[src/rtl/pipeline_stall_ctrl.sv]
// pipeline_stall_ctrl: consumer end of the stall interface in the 5-stage pipeline.
// Turns load-use hold, branch redirect and mult/div start into the PC / IF/ID
// enables, the IF/ID flush and the ID/EX bubble select. It also sequences the
// mult/div busy period and runs a load-use stall watchdog.
// Optional feature: define PIPE_STATS_EN to build the stall/flush statistics
// counters. When it is not defined, both stats outputs are tied to zero.
//
// state   | meaning
// --------+-----------------------------------------------------------
// ST_RUN  | normal issue; branch > md_start > hold_sig resolved here
// ST_BUSY | mult/div occupies EX; frontend frozen, md_cnt counts down
module pipeline_stall_ctrl #(
  parameter int unsigned MD_LATENCY = 4,
  parameter int unsigned MAX_STALL  = 8
) (
  input  logic        clk,
  input  logic        rst_n,
  input  logic        hold_sig,
  input  logic        branch_taken,
  input  logic        md_start,
  output logic        pc_write,
  output logic        ifid_write,
  output logic        ifid_flush,
  output logic        idex_bubble,
  output logic        md_busy,
  output logic        md_done,
  output logic        stall_err,
  output logic [31:0] stall_cycles,
  output logic [31:0] flush_count
);

  typedef enum logic {ST_RUN = 1'b0, ST_BUSY = 1'b1} state_t;

  // The RUN start cycle is one frozen cycle, so BUSY only needs MD_LATENCY-1
  // cycles. Those cycles are counted down from MD_LATENCY-2 to 0.
  localparam logic [4:0] MD_LOAD = 5'(MD_LATENCY - 2);
  localparam logic [8:0] ERR_LEN = 9'(MAX_STALL + 1);

  state_t     state_q, state_d;
  logic [4:0] md_cnt_q, md_cnt_d;
  logic [7:0] run_len_q, run_len_d;
  logic [8:0] run_len_inc;
  logic       stall_err_q, stall_err_d;

  // State, mult/div countdown, stall run length and sticky watchdog flag
  always_ff @(posedge clk or negedge rst_n) begin
    if (!rst_n) begin
      state_q     <= ST_RUN;
      md_cnt_q    <= 5'd0;
      run_len_q   <= 8'd0;
      stall_err_q <= 1'b0;
    end else begin
      state_q     <= state_d;
      md_cnt_q    <= md_cnt_d;
      run_len_q   <= run_len_d;
      stall_err_q <= stall_err_d;
    end
  end

  // Next state, counter updates and combinational enable/flush decode
  always_comb begin
    state_d     = state_q;
    md_cnt_d    = md_cnt_q;
    run_len_d   = run_len_q;
    stall_err_d = stall_err_q;
    pc_write    = 1'b1;
    ifid_write  = 1'b1;
    ifid_flush  = 1'b0;
    idex_bubble = 1'b0;
    md_done     = 1'b0;
    // The increment is 9 bits wide so that MAX_STALL=255 can still trip the
    // watchdog after run_len has saturated at 255.
    run_len_inc = {1'b0, run_len_q} + 9'd1;

    case (state_q)
      ST_RUN: begin
        if (branch_taken) begin
          // The load-use dependent instruction is squashed, so hold_sig does not matter.
          ifid_flush  = 1'b1;
          idex_bubble = 1'b1;
          run_len_d   = 8'd0;
        end else if (md_start) begin
          pc_write    = 1'b0;
          ifid_write  = 1'b0;
          idex_bubble = 1'b1;
          md_cnt_d    = MD_LOAD;
          run_len_d   = 8'd0;
          state_d     = ST_BUSY;
        end else if (!hold_sig) begin
          pc_write    = 1'b0;
          ifid_write  = 1'b0;
          idex_bubble = 1'b1;
          run_len_d   = (run_len_q == 8'hFF) ? 8'hFF : run_len_inc[7:0];
          if (run_len_inc == ERR_LEN) begin
            stall_err_d = 1'b1;
          end
        end else begin
          run_len_d = 8'd0;
        end
      end

      ST_BUSY: begin
        pc_write    = 1'b0;
        ifid_write  = 1'b0;
        idex_bubble = 1'b1;
        run_len_d   = 8'd0;
        if (md_cnt_q == 5'd0) begin
          md_done = 1'b1;
          state_d = ST_RUN;
        end else begin
          md_cnt_d = md_cnt_q - 5'd1;
        end
      end

      default: state_d = ST_RUN;
    endcase
  end

  assign md_busy   = (state_q == ST_BUSY);
  assign stall_err = stall_err_q;

`ifdef PIPE_STATS_EN
  logic [31:0] stall_cycles_q;
  logic [31:0] flush_count_q;

  // Free-running statistics; the counters wrap naturally at 32 bits
  always_ff @(posedge clk or negedge rst_n) begin
    if (!rst_n) begin
      stall_cycles_q <= 32'd0;
      flush_count_q  <= 32'd0;
    end else begin
      if (!pc_write) begin
        stall_cycles_q <= stall_cycles_q + 32'd1;
      end
      if (ifid_flush) begin
        flush_count_q <= flush_count_q + 32'd1;
      end
    end
  end

  assign stall_cycles = stall_cycles_q;
  assign flush_count  = flush_count_q;
`else
  assign stall_cycles = 32'd0;
  assign flush_count  = 32'd0;
`endif

endmodule

[config.mk]
export PLATFORM = sky130hd
export DESIGN_NAME = pipeline_stall_ctrl
export DESIGN_NICKNAME = d
export VERILOG_FILES = /design/src/rtl/pipeline_stall_ctrl.sv
export SDC_FILE = /design/constraint.sdc
export NUM_CORES = 1
export LEC_CHECK = 0
export ABC_AREA = 1
export ABC_CLOCK_PERIOD_IN_PS = 2100
export CORE_UTILIZATION = 32
export DETAILED_ROUTE_END_ITERATION = 8
export GPL_ROUTABILITY_DRIVEN = 1
export GPL_TIMING_DRIVEN = 1
export HOLD_SLACK_MARGIN = 0.08
export PLACE_DENSITY = 0.79
export SLEW_MARGIN = 20
export SYNTH_ARGS = -nofsm -noshare
export SYNTH_HDL_FRONTEND = slang
export SYNTH_SLANG_ARGS = --single-unit
[constraint.sdc]
create_clock -name clk -period 2.1 [get_ports clk]
set_input_delay 0.315 -clock clk [delete_from_list [all_inputs] [get_ports clk]]
set_output_delay 0.315 -clock clk [all_outputs]
set_load 0.05 [all_outputs]
### Word level (Yosys, flattened, before mapping)

Cells that the tools add are included.

| storage, ports and cells | value |
|---|---|
| output and inout port bits | 71 |
| input bits | 5 |
| bits in registers | 15 |
| word-level logic and storage cells | 43 |

| operators by class | value |
|---|---|
| mux-type cells | 25 |
| add/subtract/negate cells | 2 |
| equal/unequal tests | 5 |
| bitwise operators | 4 |
| reduce and logical (&&, ||, !) cells | 3 |

Operators with widths:

| cell | count |
|---|---|
| 8-bit two-way mux | 4 |
| 8-bit case mux with 2 select lines | 1 |
| 5-bit two-way mux | 3 |
| 1-bit two-way mux | 13 |
| 5-bit case mux with 2 select lines | 1 |
| 8-bit by 1-bit adder with 9-bit output (second input constant) | 1 |
| 9-bit by 4-bit equality test with 1-bit output (second input constant) | 1 |
| 8-bit equality test (second input constant) | 1 |
| 2-bit != test (second input constant) | 3 |
| 1-bit case mux with 2 select lines | 3 |
| 5-bit zero test | 1 |
| 5-bit AND reduction | 1 |
| 5-bit by 1-bit subtractor with 5-bit output (second input constant) | 1 |
| 1-bit NOT | 4 |
| 3-bit AND reduction | 1 |

### Logic depth before layout (Yosys ltp)

| logic depth | value |
|---|---|
| depth after elaboration | 6 |
| depth in mapped cells | 9 |
| mapped depth without buffers | 9 |

### Least setup slack after synthesis

No wires, ideal clock.

| path | value |
|---|---|
| path type | register to output |
| start point | register state_q, in the netlist md_busy |
| end point | output port pc_write |
| path buffers | 2 |
| cell stages (with the launch flop) | 4 |
| arrival | 1.929 ns |
| path slack | -0.144 ns |
| cells stage by stage | dfrtp_1 buf_6 a21oi_1 buf_4 |

| on the way | value |
|---|---|
| word-level cells in the longest chain between the ends | 2 |

RTL lines:

| item | line | text |
|---|---|---|
| start, declared | 39 | `state_t state_q, state_d;` |
| start signal, assigned | 53 | `state_q <= state_d;` |
| 1-bit NOT (no source line) | -- |  |
| 1-bit case mux with 2 select lines * | -- |  |
| end, declared | 21 | `output logic pc_write,` |

Every way passes the cells marked *; elsewhere a longest branch is shown, timed or not.

### Final worst setup path

| path | value |
|---|---|
| start point | register md_cnt_q[0] |
| end point | output port md_done |

| on the way | value |
|---|---|
| word-level cells in the longest chain between the ends | 3 |

RTL lines:

| item | line | text |
|---|---|---|
| start, declared | 40 | `logic [4:0] md_cnt_q, md_cnt_d;` |
| start signal, assigned | 54 | `md_cnt_q <= md_cnt_d;` |
| 5-bit zero test | 107 | `if (md_cnt_q == 5'd0) begin` |
| 1-bit two-way mux | 107 |  |
| 1-bit two-way mux | 75 | `case (state_q)` |
| end, declared | 26 | `output logic md_done,` |

Every way passes these cells.

==> tab_implementation.tex <==
\begin{tabular}{lr}
\hline
Metric & Value \\
\hline
\multicolumn{2}{l}{\textbf{Place}} \\
Post-place setup slack & 0.3886 ns \\
Routability congestion estimate from global placement & 0.8077 \\
Post-detailed-placement cell area & 1368 sq um \\
Number of buffers added on ports & 11 \\
Post-DP HPWL & 1.654 mm \\
\multicolumn{2}{l}{\textbf{STA}} \\
Setup-failing EPs final & 0 \\
Final WS setup & 0.3479 ns \\
Pin slew with the least headroom to its limit & 0.6608 ns \\
Max Clock Freq & 0.5707 GHz \\
Setup clock skew after layout & 0.003294 ns \\
Sum Neg Setup Slack & 0 ns \\
Slew headroom & 55.81\% \\
Min cycle time layout & 1.752 ns \\
Setup repair after global routing missed its margin & no \\
Worst hold slack & 0.4609 ns \\
Count of pins over their slew limit & 0 \\
Part of the cycle the worst path needs & 83.43\% \\
Final hold violation count & 0 \\
\multicolumn{2}{l}{\textbf{Power and ir drop}} \\
Power spent charging and discharging nets & 0.0007193 W \\
Clock network fraction of total power & 16.1\% \\
Proportion of power drawn by flip-flops and latches & 28.4\% \\
Leakage Power & 0.8021 nW \\
Switching Fraction & 51.31\% \\
Pwr/cell area & 992.4 nW/um\^{}2 \\
Internal & 0.0006826 W \\
Share of power burned in combinational logic & 55.5\% \\
Overall Power & 0.001402 W \\
Maximum vdd ir drop & 0.5678 mV \\
\multicolumn{2}{l}{\textbf{Clock tree}} \\
Buffer levels on the longest clock path & 2 \\
Clock input transition at the sequential cells of the worst setup and hold paths & 0.06 ns \\
Root buffer cell & sky130\_fd\_sc\_hd\_\_clkbuf\_8 \\
Hold\_buf cts & 0 \\
Total of cells resized after clock tree synthesis & 0 \\
TritonCTS clock tree & yes \\
Htree depth & 1 \\
Clock latency at the later pin of the worst-skew pair & 0.24 ns \\
CTS Buf Count & 3 \\
Clock Sink Count & 15 \\
Number of buffers added for setup after CTS & 0 \\
\multicolumn{2}{l}{\textbf{Setup path}} \\
Register-to-Register Path Depth & 9 \\
Setup Crit Path Kind & register to primary output \\
Largest delay share family, worst path & flip-flops \\
R2r startpoint & md\_cnt\_q[0] \\
Top cell by count, worst path & sky130\_fd\_sc\_hd\_\_inv\_1 \\
Element type at the critical path start & register \\
Critical path buffer and inverter count & 3 \\
Endpoint of the worst-slack reg-to-reg timing path & md\_cnt\_q[2] \\
Data required time of the critical path & 1.78 ns \\
Worst R2R Setup Slack & 0.69 ns \\
Peak per-stage delay on the critical path & 0.38 ns \\
Worst path arrival time & 1.44 ns \\
Critical Path, Cell by Cell & inv\_1 > ha\_1 > nand2\_1 > nor2\_2 > nand3\_1 > inv\_1 > buf\_12 \\
Highest fanout seen on the critical path & 4 \\
Cell with the largest stage delay on the worst path & sky130\_fd\_sc\_hd\_\_dfrtp\_1 \\
Element type at the critical path end & primary output \\
Critical path launch point & md\_cnt\_q[0] \\
\multicolumn{2}{l}{\textbf{Final layout}} \\
Synthesis-to-finish area growth & 0.4445\% \\
Share of cells above drive strength 1 & 11.88\% \\
Final design area excluding fillers & 1413 sq um \\
NumNets Final & 211 \\
Count of inserted antenna diode cells & 0 \\
\multicolumn{2}{l}{\textbf{Synth}} \\
Area fraction of the dominant cell type after synthesis & 34.70\% \\
Number of distinct library cells after synthesis & 25 \\
Cell area after technology mapping & 1406 sq um \\
Primary flip-flop cell chosen by synthesis mapping & sky130\_fd\_sc\_hd\_\_dfrtp\_1 \\
Flip-flop and latch count after synthesis & 15 \\
Commonest cells post-synth & 65 x sky130\_fd\_sc\_hd\_\_buf\_4, 31 x sky130\_fd\_sc\_hd\_\_nand2\_1, 23 x sky130\_fd\_sc\_hd\_\_inv\_1 \\
Dominant cells by area after synthesis & sky130\_fd\_sc\_hd\_\_buf\_4 35\%, sky130\_fd\_sc\_hd\_\_dfrtp\_1 27\%, sky130\_fd\_sc\_hd\_\_nand2\_1 8.3\% \\
Yosys synthesis warning count & 0 \\
Sequential cell area fraction in the yosys report & 26.69\% \\
Avg Synthesized Cell Area & 7.402 sq um \\
Synth async-reset ratio & 100.0\% \\
Syn Inst Count & 190 \\
Most used standard cell by instance count after synthesis & sky130\_fd\_sc\_hd\_\_buf\_4 \\
Number of synthesized flops with an enable pin & 0 \\
Cell type contributing the most total cell area after synthesis & sky130\_fd\_sc\_hd\_\_buf\_4 \\
\multicolumn{2}{l}{\textbf{Hold path}} \\
Path class of the lowest-slack min-delay path & register to register \\
Critical hold path startpoint & stall\_err \\
Terminating pin of the worst hold path & stall\_err \\
Min-Delay Path Depth & 2 \\
\multicolumn{2}{l}{\textbf{Floorplan}} \\
Die Footprint & 4664 sq um \\
Placeable core region & 4115 sq um \\
Row count & 23 \\
Count of boundary I/O pins & 76 \\
Die span in x & 68.30 um \\
Starting density of the core & 34.17\% \\
Die Y & 68.30 um \\
\multicolumn{2}{l}{\textbf{Drt}} \\
Antenna-violating nets left & 0 \\
Number of iterations in the first detailed-routing pass & 4 \\
Per-cell routed wire length & 7.643 um \\
Vias per std cell & 3.671 \\
Post-detailed-routing wire length & 1.926 mm \\
DRC errors left & 0 \\
Iteration-0 DRC Markers & 11 \\
Via count of the routed design & 925 \\
\multicolumn{2}{l}{\textbf{Global routing}} \\
Total congestion overflow & 0 \\
Maximum number of pins on one net before global-route repair & 16 \\
Overall fraction of global-route tracks in use & 8.844\% \\
Via count of the first global-routing pass & 773 \\
Initial antenna violation count & 0 \\
Wire length of the first global-routing pass & 3.105 mm \\
\multicolumn{2}{l}{\textbf{Run}} \\
Number of max-cap violations & 0 \\
\multicolumn{2}{l}{\textbf{Run status}} \\
Status & finished clean \\
\hline
\end{tabular}
[worst max path at each step]
stage                       endpoint  slack (ns)  cells after the start
after floorplan             pc_write        0.22                      3
after global placement    ifid_write        0.41                      5
after detailed placement    pc_write        0.39                      5
after CTS                    md_done        0.34                      7
after global routing         md_done        0.25                      7
final                        md_done        0.35                      7
[layout make-up]
class / count / area, sq um
repair buffers: 11 / 157.7
well taps: 50 / 62.56
multi-input cells: 146 / 674.4
clock buffers: 4 / 45.04
inverters: 26 / 97.59
fillers: 441 / 2703
flip-flops and latches: 15 / 375.4
[cell usage in the layout (no fill, tap or decap)]
cell type,netlist,routed
sky130_fd_sc_hd__ha_1,3,3
sky130_fd_sc_hd__clkdlybuf4s50_1,0,5
sky130_fd_sc_hd__clkbuf_1,0,1
sky130_fd_sc_hd__a31oi_1,1,1
sky130_fd_sc_hd__inv_1,23,23
sky130_fd_sc_hd__inv_2,3,3
sky130_fd_sc_hd__nand4_1,1,1
sky130_fd_sc_hd__nand2_1,31,31
sky130_fd_sc_hd__a22oi_1,1,1
sky130_fd_sc_hd__nand3_2,1,1
sky130_fd_sc_hd__buf_12,0,5
sky130_fd_sc_hd__conb_1,1,64
sky130_fd_sc_hd__nor2_4,2,2
sky130_fd_sc_hd__buf_4,65,1
sky130_fd_sc_hd__o21ai_2,1,1
sky130_fd_sc_hd__nor3_2,1,1
sky130_fd_sc_hd__xor2_1,1,1
sky130_fd_sc_hd__o21ai_1,3,3
sky130_fd_sc_hd__a21oi_1,7,6
sky130_fd_sc_hd__o21bai_1,1,1
sky130_fd_sc_hd__nor2_2,2,2
sky130_fd_sc_hd__o21ai_0,2,2
sky130_fd_sc_hd__clkbuf_8,0,3
sky130_fd_sc_hd__nand3_1,10,10
sky130_fd_sc_hd__a21oi_2,0,1
sky130_fd_sc_hd__nor2_1,9,9
sky130_fd_sc_hd__nand2_2,4,4
sky130_fd_sc_hd__dfrtp_1,15,15
sky130_fd_sc_hd__nand3b_1,1,1
[power by group through the flow]
stage	clock [W]	combinational [W]	sequential, W
2_1_floorplan	0	0.000701	0.000401
4_1_cts	0.000236	0.000780	0.000397
6_report	0.000226	0.000778	0.000398
3_5_place_dp	0	0.000780	0.000402
5_1_grt	0.000244	0.000835	0.000406
3_3_place_gp	0	0.000771	0.000402
[tightest hold or removal path, stage by stage, from the launching register on]
cell	delay [ns]
sky130_fd_sc_hd__dfrtp_1	0.34
sky130_fd_sc_hd__inv_1	0.04
sky130_fd_sc_hd__nand2_1	0.05
[cells by family after synthesis]
kind of cell | after synthesis | share of synthesized area, %
buffers and inverters | 92 | 42.44
AND/OR/NAND/NOR | 62 | 20.91
AO/OA/AOI/OAI | 16 | 6.406
flip-flops | 15 | 26.69
adder cells (fa/ha/maj) | 3 | 2.669
XOR/XNOR | 1 | 0.6229
other | 1 | 0.2666
[per-stage QoR]
stage / util [%] / std cells
finish: 34.33 / 252
global route: 34.33 / 252
CTS: 34.33 / 252
detailed placement: 33.23 / 248
global placement: 33.23 / 248
floorplan: - / 253
[sequential cells by signal, summed over array words and instances (netlist names)]
| register | flops |
|---|---|
| run_len_q | 8 |
| md_cnt_q | 5 |
| md_busy | 1 |
| stall_err | 1 |
[routing by layer]
| layer | vias to the layer above | track usage, % | routed length (um) |
|---|---|---|---|
| met3 | 2 | 1.167 | 72 |
| met5 | - | 0 | 0 |
| met1 | 415 | 9.577 | 770 |
| met2 | 31 | 16.18 | 1068 |
| met4 | 0 | 5.208 | 14 |
| li1 | 477 | - | - |
No activity file was read; power rests on OpenSTA's default activity.
